## config.mk

```make
export PLATFORM = sky130hd
export DESIGN_NAME = ads62p44_spi_rx
export DESIGN_NICKNAME = d
export VERILOG_FILES = /design/src/rtl/ads62p44_spi_rx.sv
export SDC_FILE = /design/constraint.sdc
export NUM_CORES = 1
export LEC_CHECK = 0
export CAP_MARGIN = 25
export CORE_MARGIN = 3
export CORE_UTILIZATION = 59
export DETAILED_ROUTE_END_ITERATION = 7
export GPL_TIMING_DRIVEN = 1
export PLACE_DENSITY = 0.86
export SLEW_MARGIN = 15
export SYNTH_ARGS = -nofsm -noshare
export SYNTH_HDL_FRONTEND = slang
export SYNTH_SLANG_ARGS = --single-unit
```

## constraint.sdc

```tcl
create_clock -name clk -period 2.9 [get_ports clk]
set_input_delay 0.58 -clock clk [delete_from_list [all_inputs] [get_ports clk]]
set_output_delay 0.58 -clock clk [all_outputs]
set_load 0.005 [all_outputs]
```

## src/rtl/ads62p44_spi_rx.sv

```systemverilog
// ADS62P44 serial-interface responder: decodes 16-bit address/data frames into a shadow register file.
// Define ADS62P44_SPI_RX_READOUT_EN to build the serial readout path on sdout.

module ads62p44_spi_rx #(
    parameter int ERR_W = 8,
    parameter int FRM_W = 16
) (
    input  logic             clk,
    input  logic             rst,
    input  logic             csb,
    input  logic             sdio,
    output logic             sdout,
    output logic             frame_valid,
    output logic [7:0]       frame_addr,
    output logic [7:0]       frame_data,
    output logic [2:0]       adcmode,
    output logic             readout_en,
    input  logic [7:0]       rd_addr,
    output logic [7:0]       rd_data,
    output logic [FRM_W-1:0] frame_cnt,
    output logic [ERR_W-1:0] err_cnt
);

    typedef enum logic [1:0] {IDLE, SHIFT, COMMIT, OVERRUN} state_t;
    localparam int NREG = 13;

    state_t      state, state_nx;
    logic [14:0] shift_q;
    logic [4:0]  bit_cnt;
    logic        extra_q;
    logic        frame_err_q;
    logic [7:0]  regs [NREG];

    // Returns {hit, index} for the thirteen mirrored ADC registers.
    function automatic logic [4:0] map_addr(input logic [7:0] a);
        logic [4:0] m;
        m = 5'd0;
        case (a)
            8'h00: m = {1'b1, 4'd0};
            8'h10: m = {1'b1, 4'd1};
            8'h11: m = {1'b1, 4'd2};
            8'h12: m = {1'b1, 4'd3};
            8'h13: m = {1'b1, 4'd4};
            8'h14: m = {1'b1, 4'd5};
            8'h16: m = {1'b1, 4'd6};
            8'h17: m = {1'b1, 4'd7};
            8'h18: m = {1'b1, 4'd8};
            8'h19: m = {1'b1, 4'd9};
            8'h1A: m = {1'b1, 4'd10};
            8'h1B: m = {1'b1, 4'd11};
            8'h1D: m = {1'b1, 4'd12};
            default: m = 5'd0;
        endcase
        return m;
    endfunction

    logic       last_bit, is_read, commit_bad, err_inc;
    logic [7:0] commit_addr, commit_data;
    logic [4:0] commit_map, rd_map;

    assign last_bit    = (state == SHIFT) && !csb && (bit_cnt == 5'd15);
    assign commit_addr = shift_q[14:7];
    assign commit_data = {shift_q[6:0], sdio};
    assign commit_map  = map_addr(commit_addr);
    assign rd_map      = map_addr(rd_addr);
    assign is_read     = readout_en && (commit_addr != 8'h00);
    assign commit_bad  = !is_read && !commit_map[4];
    // One error per frame: an overrun after an unmapped write is not counted again.
    assign err_inc     = ((state == SHIFT) && csb)
                       || (last_bit && commit_bad)
                       || ((state == OVERRUN) && csb && extra_q && !frame_err_q);

    assign adcmode    = regs[6][2:0];
    assign readout_en = regs[0][0];

    always_ff @(posedge clk or negedge rst) begin
        // NOTE: sequential state uses non-blocking assignments so every register sees pre-edge values.
        if (!rst) state <= IDLE;
        else      state <= state_nx;
    end

    always_comb begin
        // NOTE: default assignment first so no branch leaves state_nx unassigned and infers a latch.
        state_nx = state;
        case (state)
            IDLE:    if (!csb) state_nx = SHIFT;
            SHIFT:   if (csb) state_nx = IDLE;
                     else if (bit_cnt == 5'd15) state_nx = COMMIT;
            COMMIT:  state_nx = csb ? IDLE : OVERRUN;
            OVERRUN: if (csb) state_nx = IDLE;
            default: state_nx = IDLE;
        endcase
    end

    always_comb begin
        frame_valid = (state == COMMIT);
    end

    always_ff @(posedge clk or negedge rst) begin
        if (!rst) begin
            shift_q     <= '0;
            bit_cnt     <= '0;
            extra_q     <= 1'b0;
            frame_err_q <= 1'b0;
            frame_addr  <= '0;
            frame_data  <= '0;
            frame_cnt   <= '0;
            err_cnt     <= '0;
            // NOTE: the shadow array is reset because it mirrors registers that power up as 0x00.
            for (int i = 0; i < NREG; i++) regs[i] <= '0;
        end else begin
            if (state == IDLE) begin
                extra_q     <= 1'b0;
                frame_err_q <= 1'b0;
                if (!csb) begin
                    shift_q <= {14'd0, sdio};
                    bit_cnt <= 5'd1;
                end
            end else if (state == SHIFT && !csb) begin
                shift_q <= {shift_q[13:0], sdio};
                bit_cnt <= bit_cnt + 5'd1;
            end else if ((state == COMMIT || state == OVERRUN) && !csb) begin
                extra_q <= 1'b1;
            end

            if (last_bit) begin
                frame_addr  <= commit_addr;
                frame_data  <= commit_data;
                frame_cnt   <= frame_cnt + FRM_W'(1);
                frame_err_q <= commit_bad;
                if (!is_read) begin
                    if (commit_addr == 8'h00 && commit_data[1]) begin
                        for (int i = 0; i < NREG; i++) regs[i] <= '0;
                    end else if (commit_map[4]) begin
                        regs[commit_map[3:0]] <= commit_data;
                    end
                end
            end

            if (err_inc && err_cnt != '1) err_cnt <= err_cnt + ERR_W'(1);
        end
    end

    always_ff @(posedge clk or negedge rst) begin
        if (!rst) rd_data <= '0;
        else      rd_data <= rd_map[4] ? regs[rd_map[3:0]] : 8'h00;
    end

`ifdef ADS62P44_SPI_RX_READOUT_EN
    logic [4:0] ro_map;
    logic [7:0] ro_val;
    logic [7:0] ro_buf;
    logic       sdout_q;

    assign ro_map = map_addr({shift_q[6:0], sdio});
    assign ro_val = ro_map[4] ? regs[ro_map[3:0]] : 8'h00;

    // Bit 7 leaves on the sample that completes the address, then one bit per low-csb edge.
    always_ff @(posedge clk or negedge rst) begin
        if (!rst) begin
            sdout_q <= 1'b0;
            ro_buf  <= '0;
        end else if (state == SHIFT && !csb && bit_cnt == 5'd7) begin
            sdout_q <= readout_en & ro_val[7];
            ro_buf  <= {ro_val[6:0], 1'b0};
        end else if (state == SHIFT && !csb && bit_cnt >= 5'd8 && bit_cnt <= 5'd14) begin
            sdout_q <= readout_en & ro_buf[7];
            ro_buf  <= {ro_buf[6:0], 1'b0};
        end else begin
            sdout_q <= 1'b0;
        end
    end

    assign sdout = sdout_q & ~csb;
`else
    assign sdout = 1'b0;
`endif

endmodule
```

# After elaboration in Yosys (flattened, before gate mapping)
# Memories as Yosys holds them, arrays and structs flattened.
# Index checks and enable logic that the tools add are counted.
[totals]
ramBits = 0
inputBits = 12
output_inout_bits = 54
word_cells = 104
rom_bits = 320
register_bits = 176
latchBits = 0
mem_count = 2
[memory_table]
columns = ["memory", "words", "word_bits", "read_ports", "rd_ports_with_merged_regs", "wr", "line_no", "text"]
rows = [
  ["(no name shown)", 32, 5, 1, 0, 0, "38", "case (a)"],
  ["(no name shown)", 32, 5, 1, 0, 0, "38", ""],
]
[classes]
div_mod_pow = 0
shift = 0
bitwise = 3
n_eq_ne = 9
n_reduce_logical = 33
order_cmp = 3
mux = 28
multipliers = 0
addsub = 3
[ops]
columns = ["operator", "count"]
rows = [
  ["$mux 104", 2],
  ["$bwmux 104", 1],
  ["$mux 15", 3],
  ["$bmux 8 s4", 1],
  ["$demux 8 s4", 1],
  ["$mux 8", 4],
  ["$mux 5", 5],
  ["$add 16x1->16 const B", 1],
  ["$logic_and 1x1->1", 13],
  ["$ge 5x5->1 const B", 2],
  ["$mux 2", 5],
  ["$not 4->5", 2],
  ["$add 8x1->8 const B", 1],
  ["$logic_not 8->1", 1],
  ["$ne 8x8->1 const B", 1],
  ["$pmux 2 s4", 1],
  ["$reduce_bool 2->1", 4],
  ["$reduce_bool 8->1", 1],
  ["$logic_not 3->1", 2],
  ["$reduce_and 3->1", 2],
  ["$add 5x1->5 const B", 1],
  ["$eq 5x4->1 const B", 1],
  ["$lt 5x1->1 const B", 1],
  ["$mux 1", 5],
  ["10 further kinds", 18],
]

# Logic depth before layout (Yosys ltp)
# Gate-level depths: netlist of the first run.
[logic_depth]
depth_word = 10
mapped_depth = 13
depth_no_buf = 9

# Least setup slack after synthesis of the first run
# No wires, ideal clock.
[synth_path]
path_kind = "input -> register"
start = "input rd_addr[0]"
end = "register rd_data[5]"
arrival_time_ps = 2917
n_path_buf = 5
required_time_ps = 2742
cell_stages = 13
path_slack_ps = -175
setup_ps = 158
cell_sequence = "buf_2 buf_2 buf_2 inv_1 ha_1 mux2i_1 mux2_4 buf_6 buf_2 o32ai_1 a211oi_1 a311oi_1 a211oi_1"
[synth_between]
elab_chain_len = 7
[synth_lines]
columns = ["item", "line_no", "text"]
rows = [
  ["from (decl)", "18", "input logic [7:0] rd_addr,"],
  ["$mem_v2 32x5 (*)", "-", ""],
  ["$mux 5 (*)", "38", ""],
  ["$not 4->5 (implied by the code)", "146", "else rd_data <= rd_map[4] ? regs[rd_map[3:0]] : 8'h00;"],
  ["$bmux 8 s4", "146", ""],
  ["$mux 8 (implied by the code) (2 in series)", "146", ""],
  ["$mux 8 (*)", "146", ""],
  ["to (signal assigned)", "146", ""],
  ["to (decl)", "19", "output logic [7:0] rd_data,"],
]
# Every way passes the cells marked *; elsewhere a longest branch is shown, timed or not. The select of a mux whose other input is x is not followed.
# A chain may end at the register's enable or synchronous reset.

# Worst setup path after layout of the first run
[layout_path]
start = "input rd_addr[1]"
end = "register rd_data[5]"
# Same word-level chain as after synthesis.

==> results of run 1 <==
==> registers in the layout, indices dropped and copies added (netlist names) <==
register and count:
adcmode 3, bit_cnt 5, err_cnt 8, extra_q 1
frame_addr 8, frame_cnt 16, frame_data 8, frame_err_q 1
rd_data 8, readout_en 1, regs 100, shift_q 15
state 2
==> cell type report <==
type,instances,area [um2],share of cell area
timing repair buffer,122,1110,0.106
multi-input combinational,601,4070,0.387
inverter,22,82.6,0.00785
sequential,176,4400,0.418
clock inverter,13,184,0.0175
clock buffer,19,443,0.0421
tap,184,230,0.0219
==> placed cells by master (no fill, tap or decap), types with 6 or more instances in the layout <==
cell type,n
nor2_2,7
nor2_1,31
clkbuf_16,17
o2bb2ai_1,15
o21ai_1,9
a221oi_1,15
nand2_1,121
buf_4,54
ha_1,10
nor3_2,6
a311oi_1,7
nor3_1,14
a21oi_1,24
nand2b_1,19
dfrtp_1,176
and3_1,10
o211ai_1,7
a22oi_1,6
a22o_1,94
o21ai_0,26
o32ai_1,7
nand3_1,26
xor2_1,11
a211oi_1,16
mux2i_1,36
xnor2_1,11
inv_1,21
a21o_1,6
clkdlybuf4s50_1,63
==> cell usage after synthesis (3+ instances only) <==
master	n	area, um2
a211oi_1	16	120
a21o_1	6	45.0
a21oi_1	24	120
a221oi_1	15	131
a22o_1	94	823
a22oi_1	6	45.0
a311oi_1	7	61.3
a31oi_1	3	18.8
and2_0	3	18.8
and2_1	3	18.8
and3_1	10	62.6
buf_1	6	22.5
buf_2	21	105
buf_4	8	60.1
clkbuf_1	30	113
dfrtp_1	176	4400
ha_1	10	125
inv_1	21	78.8
mux2i_1	36	360
nand2_1	121	454
nand2b_1	19	119
nand3_1	26	130
nand3b_1	4	30.0
nand4_1	3	18.8
nor2_1	31	116
nor2_2	7	43.8
nor2b_1	4	25.0
nor3_1	14	70.1
nor3_2	6	60.1
nor4_1	3	18.8
o211ai_1	7	52.6
o21a_1	4	30.0
o21ai_0	26	130
o21ai_1	9	45.0
o22ai_1	3	18.8
o2bb2ai_1	15	131
o32ai_1	7	61.3
or2_1	3	18.8
xnor2_1	11	96.3
xor2_1	11	96.3
==> stage by stage <==
step                total power, mW  setup WS [ns]  hold slack [ns]  TNS (ns)
floorplan                      2.99        0.00555            0.284         0
global placement               3.30         -0.239            0.460     -1.01
detailed placement             3.32         -0.265            0.462     -1.23
CTS                            5.74          0.135            0.178         0
global route                   5.91         0.0421            0.214         0
finish                         5.73          0.164            0.164         0
==> worst register-to-register path: cells and delay by family, from the launching register on <==
family	cells	cell delay (ns)
and+or+nand+nor	3	1.28
adders and majority gates	1	0.19
AOI/OAI and AO/OA	2	0.41
buffers and inverters	1	0.16
DFF	1	0.43
==> cells by family (layout without fill, tap and decap cells) <==
family	Yosys count	count (layout)
AO/OA/AOI/OAI	257	257
XOR/XNOR	22	22
adder cells (fa/ha/maj)	10	10
buffers and inverters	88	176
flip-flops	176	176
multiplexers	39	39
other	1	1
AND/OR/NAND/NOR	272	272
==> power by group through the flow <==
stage / logic, mW / registers [mW] / clock network (mW)
4_1_cts: 0.624 / 2.65 / 2.46
5_1_grt: 0.687 / 2.67 / 2.55
6_report: 0.626 / 2.66 / 2.45
3_3_place_gp: 0.603 / 2.69 / 0
2_1_floorplan: 0.331 / 2.66 / 0
3_5_place_dp: 0.621 / 2.70 / 0
==> how the worst max path moves through the flow <==
stage	start	to	slack, ns	cells past startpoint
2_1_floorplan	rd_addr[0]	rd_data[5]	0.006	13
3_3_place_gp	rd_addr[0]	rd_data[5]	-0.24	9
3_5_place_dp	rd_addr[0]	rd_data[5]	-0.27	9
4_1_cts	rd_addr[0]	rd_data[5]	0.14	9
5_1_grt	rd_addr[1]	rd_data[5]	0.04	11
6_report	rd_addr[1]	rd_data[5]	0.16	11
==> routing by layer <==
layer / routed length, um / vias to the layer above / share of wire
li1: - / 3303 / -
met1: 10200 / 3661 / 0.42
met2: 11600 / 340 / 0.48
met3: 1940 / 61 / 0.079
met4: 673 / 0 / 0.028
met5: 0 / - / 0
==> results.py, run 1 <==
metrics = {
    "status": {
        "status": "completed",
    },
    "yosys": {
        "synth_warnings": 0,
        "yosys.area_share.simple": 0.153,
        "synth_edf_count": 0,
        "ys_ff_latch": 176,
        "synth_top_family_by_area": "compound AO/OA/AOI/OAI gates",
        "synth_area_mm2": 0.00887,
        "syn_nets": 887,
        "synth_ff_type": "dfrtp_1",
        "yosysSeqAreaShare": 0.497,
        "synth-xor-area-share": 0.0217,
        "synth.distinct_cells": 69,
        "synthAdderAreaFrac": 0.0141,
        "async_flop_share": 1.00,
        "synthMuxAreaShare": 0.0449,
        "avgSynthCellArea_um2": 10.2,
        "synth_compound_area_frac": 0.224,
        "synthCells": 865,
    },
    "power": {
        "p_leak_nw": 4.69,
        "comb_power_share": 0.109,
        "p_per_area_mw_per_mm2": 544,
        "switching_power_mw": 1.43,
        "ir_drop_v": 0.000406,
        "p_int_mw": 4.30,
        "netSwitchingFraction": 0.249,
        "p_clk_frac": 0.427,
        "p_seq_frac": 0.463,
    },
    "route": {
        "drc": 0,
        "viasPerCell": 6.48,
        "drtIter0Drc": 755,
        "drtAntennaViolNets": 0,
        "vias": 7365,
        "wl_um": 24400,
        "dr.pass1.iters": 5,
        "wl_per_cell_um": 21.5,
    },
    "final_layout": {
        "drive_gt1_frac": 0.128,
        "syn_to_final_growth_pct": 18.7,
        "final_cells": 1137,
        "finish.instance_area_mm2": 0.0105,
        "fin_util": 0.719,
        "num_antenna_cells": 0,
        "nets": 962,
        "nFillCells": 1018,
    },
    "critical_path": {
        "crit_required_ns": 3.19,
        "r2r_setup_slack_ns": 0.38,
        "crit_path_start_kind": "input port",
        "path_cells": "clkdlybuf4s50_1 > inv_1 > ha_1 > buf_4 > nor2_1 > a32oi_4 > buf_4 > nor3_2 > buf_4 > a221oi_1 > a211oi_1",
        "crit_family": "buffers and inverters",
        "reg2reg_to": "regs[6]",
        "cp_max_fo": 9,
        "end_kind": "flop",
        "crit_arrival_ns": 3.03,
        "slowest_delay_ns": 0.48,
        "critPathSlowestCell": "a221oi_1",
        "crit_top_cell": "buf_4",
        "crit_buf_inv": 5,
        "crit_type": "input port to flop",
        "r2r_start": "shift_q[7]",
        "reg2reg_depth": 7,
    },
    "sta": {
        "rsz0062_at_grt": "false",
        "fmax_mhz": 365,
        "drv_slew": 0,
        "max-slew-margin-rel": 0.336,
        "period_needed_ns": 2.74,
        "final.period_utilization": 0.943,
        "setup_viol_count_final": 0,
        "final_hold_viol_count": 0,
        "fin_skew_ns": 0.00863,
        "worst_slew_pin_slew_ns": 0.992,
    },
    "run": {
        "drv_cap": 0,
    },
    "place": {
        "gp_congestion": 0.979,
        "io_buffers": 64,
        "dp.cells": 1104,
        "postPlaceCellArea_mm2": 0.00989,
        "hpwl_um": 16700,
    },
    "floorplanning": {
        "io_pins": 66,
        "die_h_um": 129,
        "die_w_um": 129,
        "design.core.area_mm2": 0.0146,
        "die_area_mm2": 0.0165,
        "start_util": 0.605,
        "rows": 44,
    },
    "grt": {
        "grt_use_met2": 0.487,
        "busiest_layer": "met2",
        "gr-total-overflow": 0,
        "grt_util_met3": 0.0743,
        "grt_max_degree": 73,
        "grt_use_total": 0.306,
        "first_global_vias": 7337,
        "grt_pass1_wl_um": 39500,
        "antenna_found_initial": 0,
        "use_met1": 0.413,
    },
    "clock_network": {
        "cts_inserted_buffers": 17,
        "cts.clk_slew.worst_paths_ns": 0.07,
        "postCtsHoldBufs": 0,
        "htreeDepth": 4,
        "cts_root_buffer": "clkbuf_16",
        "cts.repair.resized": 0,
        "cts_sinks": 176,
        "cts_setup_buffers": 0,
        "clock_latency_ns": 0.44,
        "cts_tree": "yes",
        "clockBufferDepth": 2,
    },
    "min_path": {
        "worstHoldPathType": "input port to async pin",
    },
}
No activity file was read; power rests on OpenSTA's default activity.
==> run 2, diff against run 1 <==
--- a/config.mk
+++ b/config.mk
@@ -11,7 +11,7 @@
 export DETAILED_ROUTE_END_ITERATION = 7
 export GPL_TIMING_DRIVEN = 1
 export PLACE_DENSITY = 0.86
-export SLEW_MARGIN = 15
+export SLEW_MARGIN = 25
 export SYNTH_ARGS = -nofsm -noshare
 export SYNTH_HDL_FRONTEND = slang
 export SYNTH_SLANG_ARGS = --single-unit
==> run 2 against run 1 <==
Non-clock buffer count decreased by 1. Clock skew about the same. Fmax about the same. Die area unchanged. Worst hold slack better by 0.0052 ns. Critical path depth is the same. Via count fell by 0.31%. Power is essentially flat. Flip-flop and latch count did not move. Design area hardly changed. Combinational power barely moved. Largest cell class unchanged.
==> results.py, run 2 (same netlist as run 1, synthesis figures left out) <==
metrics = {
    "status": {
        "status": "completed",
    },
    "sta": {
        "setup-tns-final_ns": 0,
        "setup_viol_count_final": 0,
        "fin_skew_ns": 0.00868,
        "final.period_utilization": 0.944,
        "rsz0062_at_grt": "false",
        "max-slew-margin-rel": 0.356,
        "period_needed_ns": 2.74,
        "hold_ws_ns": 0.169,
        "worst_slew_pin_slew_ns": 0.963,
        "fmax_mhz": 365,
        "setup_ws_ns": 0.161,
        "drv_slew": 0,
        "final_hold_viol_count": 0,
    },
    "floorplanning": {
        "die_w_um": 129,
        "io_pins": 66,
        "die_area_mm2": 0.0165,
        "start_util": 0.605,
        "design.core.area_mm2": 0.0146,
        "die_h_um": 129,
        "rows": 44,
    },
    "place": {
        "hpwl_um": 16700,
        "postPlaceCellArea_mm2": 0.00989,
        "io_buffers": 64,
        "gp_congestion": 0.979,
        "dpl_worst_slack_ns": -0.265,
    },
    "route": {
        "highest_layer": "met4",
        "wl_um": 24300,
        "drtIter0Drc": 750,
        "vias": 7342,
        "wl_per_cell_um": 21.4,
        "met3_length_um": 1910,
        "drtAntennaViolNets": 0,
        "wl_met2_um": 11600,
        "m1WireLength_um": 10100,
        "viasPerCell": 6.46,
        "dr.pass1.iters": 7,
        "drc": 0,
    },
    "power": {
        "switching_power_mw": 1.43,
        "ir_drop_v": 0.000406,
        "p_per_area_mw_per_mm2": 545,
        "p_int_mw": 4.30,
        "comb_power_share": 0.109,
        "p_clk_frac": 0.427,
        "p_seq_frac": 0.463,
        "p_leak_nw": 4.68,
        "netSwitchingFraction": 0.249,
    },
    "critical_path": {
        "crit_required_ns": 3.18,
        "crit_top_cell": "buf_4",
        "crit_buf_inv": 5,
        "crit_arrival_ns": 3.02,
        "r2r_start": "shift_q[7]",
        "end_kind": "flop",
        "crit_family": "buffers and inverters",
        "reg2reg_depth": 7,
        "reg2reg_to": "regs[6]",
        "r2r_setup_slack_ns": 0.38,
        "critPathSlowestCell": "a221oi_1",
        "crit_path_start_kind": "input port",
        "slowest_delay_ns": 0.48,
        "cp_max_fo": 9,
        "path_depth": 11,
        "path_cells": "clkdlybuf4s50_1 > inv_1 > ha_1 > buf_4 > nor2_1 > a32oi_4 > buf_4 > nor3_2 > buf_4 > a221oi_1 > a211oi_1",
        "crit_type": "input port to flop",
        "critPathLaunch": "rd_addr[1]",
    },
    "final_layout": {
        "top_register": "regs",
        "num_antenna_cells": 0,
        "nFillCells": 1019,
        "finish.instance_area_mm2": 0.0105,
        "final_cell_mix": "dfrtp_1 (176), nand2_1 (121), a22o_1 (94)",
        "syn_to_final_growth_pct": 18.7,
        "fin_util": 0.718,
        "largest_reg_flops": 100,
        "regArea_mm2": 0.00440,
        "nets": 961,
        "layout_commonest_cell": "dfrtp_1",
        "drive_gt1_frac": 0.127,
        "top_regs": "regs (100), frame_cnt (16), shift_q (15)",
        "multiInputGateArea_mm2": 0.00407,
    },
    "clock_network": {
        "cts_root_buffer": "clkbuf_16",
        "clock_latency_ns": 0.44,
        "cts_setup_buffers": 0,
        "cts.repair.resized": 0,
        "htreeDepth": 4,
        "cts_sinks": 176,
        "cts_inserted_buffers": 17,
        "postCtsHoldBufs": 0,
        "cts_tree": "yes",
        "clockBufferDepth": 2,
        "cts.clk_slew.worst_paths_ns": 0.07,
    },
    "grt": {
        "grt_max_degree": 73,
        "antenna_found_initial": 0,
        "first_global_vias": 7337,
        "grt_pass1_wl_um": 39500,
        "gr-total-overflow": 0,
        "grt_use_total": 0.306,
    },
    "run": {
        "drv_cap": 0,
    },
    "min_path": {
        "worstHoldPathType": "input port to async pin",
    },
}
## run 2: layer usage
metal / track usage / vias up
li1: - / 3309
met1: 0.413 / 3652
met2: 0.487 / 318
met3: 0.0743 / 63
met4: 0.109 / 0
met5: 0 / -
## run 2: through the flow
step,instances,power (mW)
floorplan,865,2.99
global placement,1104,3.30
detailed placement,1104,3.32
CTS,1136,5.74
global route,1136,5.91
finish,1136,5.73
## run 2: power by group through the flow
stage / clock network (mW) / registers [mW] / logic, mW
after floorplan: 0 / 2.66 / 0.331
after global routing: 2.55 / 2.67 / 0.687
after detailed placement: 0 / 2.70 / 0.621
after global placement: 0 / 2.69 / 0.603
after CTS: 2.46 / 2.65 / 0.624
final: 2.45 / 2.66 / 0.626
## run 2: worst max-delay path by stage
stage                 end  slack [ns]
3_5_place_dp   rd_data[5]       -0.27
5_1_grt        rd_data[5]        0.02
6_report       rd_data[5]        0.16
2_1_floorplan  rd_data[5]       0.006
3_3_place_gp   rd_data[5]       -0.24
4_1_cts        rd_data[5]        0.14
## run 2: area by class of cell
type	instances	area share
flip-flops and latches	176	0.419
multi-input cells	601	0.387
repair buffers	121	0.105
clock buffers	19	0.0421
well taps	184	0.0219
clock inverters	13	0.0175
inverters	22	0.00785
==> variant 1: new RTL, config.mk and constraints of run 1 <==
Encoding of `state_t`: now Gray code (2 bits for 4 states).
--- a/src/rtl/ads62p44_spi_rx.sv
+++ b/src/rtl/ads62p44_spi_rx.sv
@@ -22,5 +22,5 @@
 );
 
-    typedef enum logic [1:0] {IDLE, SHIFT, COMMIT, OVERRUN} state_t;
+    typedef enum logic [1:0] {IDLE = 2'b00, SHIFT = 2'b01, COMMIT = 2'b11, OVERRUN = 2'b10} state_t;
     localparam int NREG = 13;
 
Function: same outputs for any inputs over 10 cycles, from zero or initial values and one cycle with rst low; not proved beyond that.
==> variant 1 against run 1 <==
Wire length down 0.95%; clock power down 4%; sequential cell count unchanged; design area down 0.51%; worst setup slack better by 0.021 ns; area after synthesis down 0.17%; power down 1.9%; utilization down 0.098 points; critical path type unchanged; largest cell class unchanged.
==> variant 1: results (changes against run 1) <==
outcome:
  status: "complete, no violations"
critical_path:
  slowest_delay_ns: 0.48  # about the same
  cp_max_fo: 10  # +1
  slowest_stage: "clkdlybuf4s50_1"
  reg2reg_slack_ns: 0.38  # about the same
  timing.rr.end: "err_cnt[6]"
  worstRegToRegCells: 10  # +3
  worstReg2RegStart: "bit_cnt[0]"
  crit_family: "compound AO/OA/AOI/OAI gates"
timing:
  skew_ns: 0.0118  # +0.00320 ns
  fin_crit_sh: 0.936  # -0.00732
  max_slew_margin: 0.415  # +0.0788
cts:
  clockRootBuffer: "clkbuf_16"
  clk_pin_slew_worst_paths_ns: 0.07  # about the same
  cts.htree.levels: 4  # unchanged
  cts_resized: 0  # unchanged
  clockBufferDepth: 2  # unchanged
  numCtsBuffers: 17  # unchanged
  clk_latency_ns: 0.43
  post_cts_buffers: 0  # unchanged
layout:
  reg_top3: "regs x100, frame_cnt x16, shift_q x15"
  layout.nets: 922  # -4.2%
  diodes: 0  # unchanged
  nFillCells: 1027  # +0.88%
  drive_gt1_frac: 0.146  # +0.0177
placed_design:
  gp_congestion: 0.943  # -3.7%
  dp_hpwl_mm: 16.3  # -2.6%
  post-place-ws_ns: -0.213  # +0.0523 ns
  placed_area_um2: 9860  # -0.37%
  port_buffers: 64  # unchanged
hold_path:
  hold_class: "in2async"
global_route:
  grtUsageTotal: 0.296  # -0.0101
  grt_pass1_wl_mm: 37.9  # -4.1%
  grt_pass1_vias: 7011  # -4.4%
  grt_max_degree: 64  # -12%
  antenna_found_initial: 0  # unchanged
yosys:
  synthTopCellsByArea: "dfrtp_1 (50%), a22o_1 (9.3%), mux2i_1 (4.1%)"
  yosys.cell_types.count: 72  # +4.3%
  ys_seq_area_frac: 0.498  # +0.000843
  async_flop_share: 1.00  # unchanged
  synthTopCellsByCount: "dfrtp_1 (176), a22o_1 (94), nand2_1 (79), mux2i_1 (36), clkbuf_1 (28)"
  synth-main-ff-cell: "dfrtp_1"
  synth-warning-count: 0  # unchanged
  syn_nets: 847  # -4.5%
detailed_routing:
  vias: 7218  # -2.0%
  wirelength_mm: 24.2  # -0.95%
  drtIter0Drc: 693  # -8.2%
  dr.pass1.iters: 5  # unchanged
power:
  p_leak_nw: 4.62  # -1.4%
  irDropWorstVdd_v: 0.000462  # +14%
variant 1: cell count changes after synthesis, sizes merged, moves of 6 or more:
cell	run 1	this run
nand2	121	79
buf	36	30
xor2	11	3
mux2	3	21
xnor2	11	18
nor2	40	34
variant 1: power breakdown:
part           leakage, nW  switching [W]  total (W)  internal (W)
combinational         1.93       0.000330   0.000622      0.000292
sequential            2.39       0.000117    0.00266       0.00254
clock                0.293        0.00110    0.00234       0.00124
variant 1: cell families (layout without fill, tap and decap cells):
logic type	Yosys count	in the layout	share of synthesized area
adders and majority gates	10	10	0.0141
buffers and inverters	82	170	0.0414
DFF	176	176	0.498
muxes	57	57	0.0679
and+or+nand+nor	225	225	0.136
AOI/OAI and AO/OA	253	253	0.222
other	1	1	0.000424
xor gates and xnor gates	21	21	0.0208
variant 1: worst max path at each step:
stage | from | endpoint
after detailed placement | rd_addr[0] | rd_data[2]
after global placement | rd_addr[0] | rd_data[5]
after global routing | rd_addr[0] | rd_data[0]
final | rd_addr[0] | rd_data[7]
after floorplan | rd_addr[0] | rd_data[5]
after CTS | rd_addr[0] | rd_data[7]
variant 1: per-layer routing:
layer / track usage / part of all wire
met2: 0.473 / 0.48
met3: 0.0818 / 0.086
met1: 0.396 / 0.41
met5: 0 / 0
met4: 0.0930 / 0.023
variant 1: final cells by class:
cell class	count	area, µm²	share of cell area
Clock inverter	15	185	0.0177
Tap cell	184	230	0.0220
Sequential cell	176	4400	0.421
Clock buffer	17	425	0.0406
Timing Repair Buffer	115	1060	0.101
Inverter	23	86.3	0.00824
Multi-Input combinational cell	567	4080	0.390
variant 1: metrics by stage:
step / util / total power (W) / hold WS (ns) / cells / TNS (ns)
3_3_place_gp: 0.676 / 0.00329 / 0.459 / 1064 / -0.871
4_1_cts: 0.717 / 0.00563 / 0.134 / 1096 / 0
5_1_grt: 0.718 / 0.00582 / 0.146 / 1097 / 0
6_report: 0.718 / 0.00562 / 0.109 / 1097 / 0
2_1_floorplan: - / 0.00299 / 0.284 / 825 / 0
3_5_place_dp: 0.676 / 0.00330 / 0.466 / 1064 / -1.33
==> variant 2: new RTL, config.mk and constraints of run 1 <==
Made on the original files. Add a define of `ADS62P44_SPI_RX_READOUT_EN`.
--- a/src/rtl/ads62p44_spi_rx.sv
+++ b/src/rtl/ads62p44_spi_rx.sv
@@ -1,4 +1,6 @@
 // ADS62P44 serial-interface responder: decodes 16-bit address/data frames into a shadow register file.
 // Define ADS62P44_SPI_RX_READOUT_EN to build the serial readout path on sdout.
+
+`define ADS62P44_SPI_RX_READOUT_EN
 
 module ads62p44_spi_rx #(
Behaviour: same outputs for any inputs over 10 cycles, from zero or initial values and one cycle with rst low; that may be too few to reach the edited logic, so the function may still have changed.
==> variant 2 against run 1 <==
Worst setup slack gained 0.020 ns; design area up 24%; wire length is 55% higher; critical path type is now reg2reg; count of clock-buffer cells in the layout shrank 1; power up 5.9%; clock power is 2% lower; area after synthesis up 23%; register-to-register slack worse by 0.20 ns; die area grew 22%; sequential cell count up 8.
==> variant 2: results (changes against run 1) <==
outcome:
  status: "complete, no violations"
layout:
  layout.nets: 1275  # +33%
  final_cells: 1492  # +31%
placed_design:
  gp_congestion: 1.08  # +9.8%
  port_buffers: 65  # +1.6%
  post-place-ws_ns: -0.167  # +0.0981 ns
  dp_hpwl_mm: 27.7  # +66%
detailed_routing:
  dr.pass1.iters: 7  # +2
  via_per_inst: 6.99  # +7.9%
  drtIter0Drc: 1398  # +85%
  routedWlPerCell_um: 25.3  # +18%
yosys:
  yosys.cell_types.count: 89  # +29%
  ys_seq_area_frac: 0.421  # -0.0762
  synthTopCellsByArea: "dfrtp_1 (42%), a22o_1 (8.5%), mux2i_1 (4.1%)"
  synthTopCellsByCount: "dfrtp_1 (184), a22o_1 (106), nand2_1 (101), o21ai_0 (66), a21oi_1 (53)"
  syn_inst: 1128  # +30%
global_route:
  grt_max_degree: 63  # -14%
  grtUsageTotal: 0.376  # +0.0697
  grt_pass1_wl_mm: 58.8  # +49%
timing:
  fin_crit_sh: 0.936  # -0.00700
  max_slew_margin: 0.551  # +0.215
  whs_ns: 0.129  # -0.0351 ns
critical_path:
  crit_family: "simple AND/OR/NAND/NOR gates"
  slowest_delay_ns: 0.41  # -0.07 ns
  cp_max_fo: 12  # +3
  crit_arrival_ns: 3.09  # +0.06 ns
power:
  p_leak_nw: 5.66  # +21%
variant 2: cell families after synthesis:
group / share of synthesized area
AO/OA/AOI/OAI: 0.287
multiplexers: 0.0555
buffers and inverters: 0.0467
adder cells (fa/ha/maj): 0.0137
flip-flops: 0.421
XOR/XNOR: 0.0200
AND/OR/NAND/NOR: 0.156
variant 2: path summary, 6_finish.rpt:
kind | start | endpoint | depth (start not counted)
max in group asynchronous | rst | readout_en | 2
min in group clk | frame_data[4] | frame_data[4] | 2
min reg2reg | frame_data[4] | frame_data[4] | 2
min | rst | regs[52] | 1
max | shift_q[8] | regs[38] | 8
max reg2reg | shift_q[8] | regs[38] | 8
variant 2: area by class of cell:
cell class | instances | area, µm²
Clock buffer | 18 | 439
Clock inverter | 13 | 158
Fill cell | 1343 | 5010
Inverter | 28 | 105
Multi-Input combinational cell | 830 | 5830
Sequential cell | 184 | 4610
Tap cell | 229 | 287
Timing Repair Buffer | 190 | 1650
variant 2: power by group through the flow:
stage               combinational, W  clock (W)  sequential, W
detailed placement          0.000944          0        0.00275
global route                 0.00103    0.00250        0.00272
floorplan                   0.000512          0        0.00273
global placement            0.000927          0        0.00275
finish                      0.000968    0.00240        0.00271
CTS                         0.000951    0.00240        0.00271
variant 2: metal layers:
layer,GRT usage,vias to the layer above,wire length (µm)
met2,0.553,691,16500
met3,0.102,172,4220
met1,0.514,5031,14900
met5,0,-,0
li1,-,4536,-
met4,0.186,0,2110
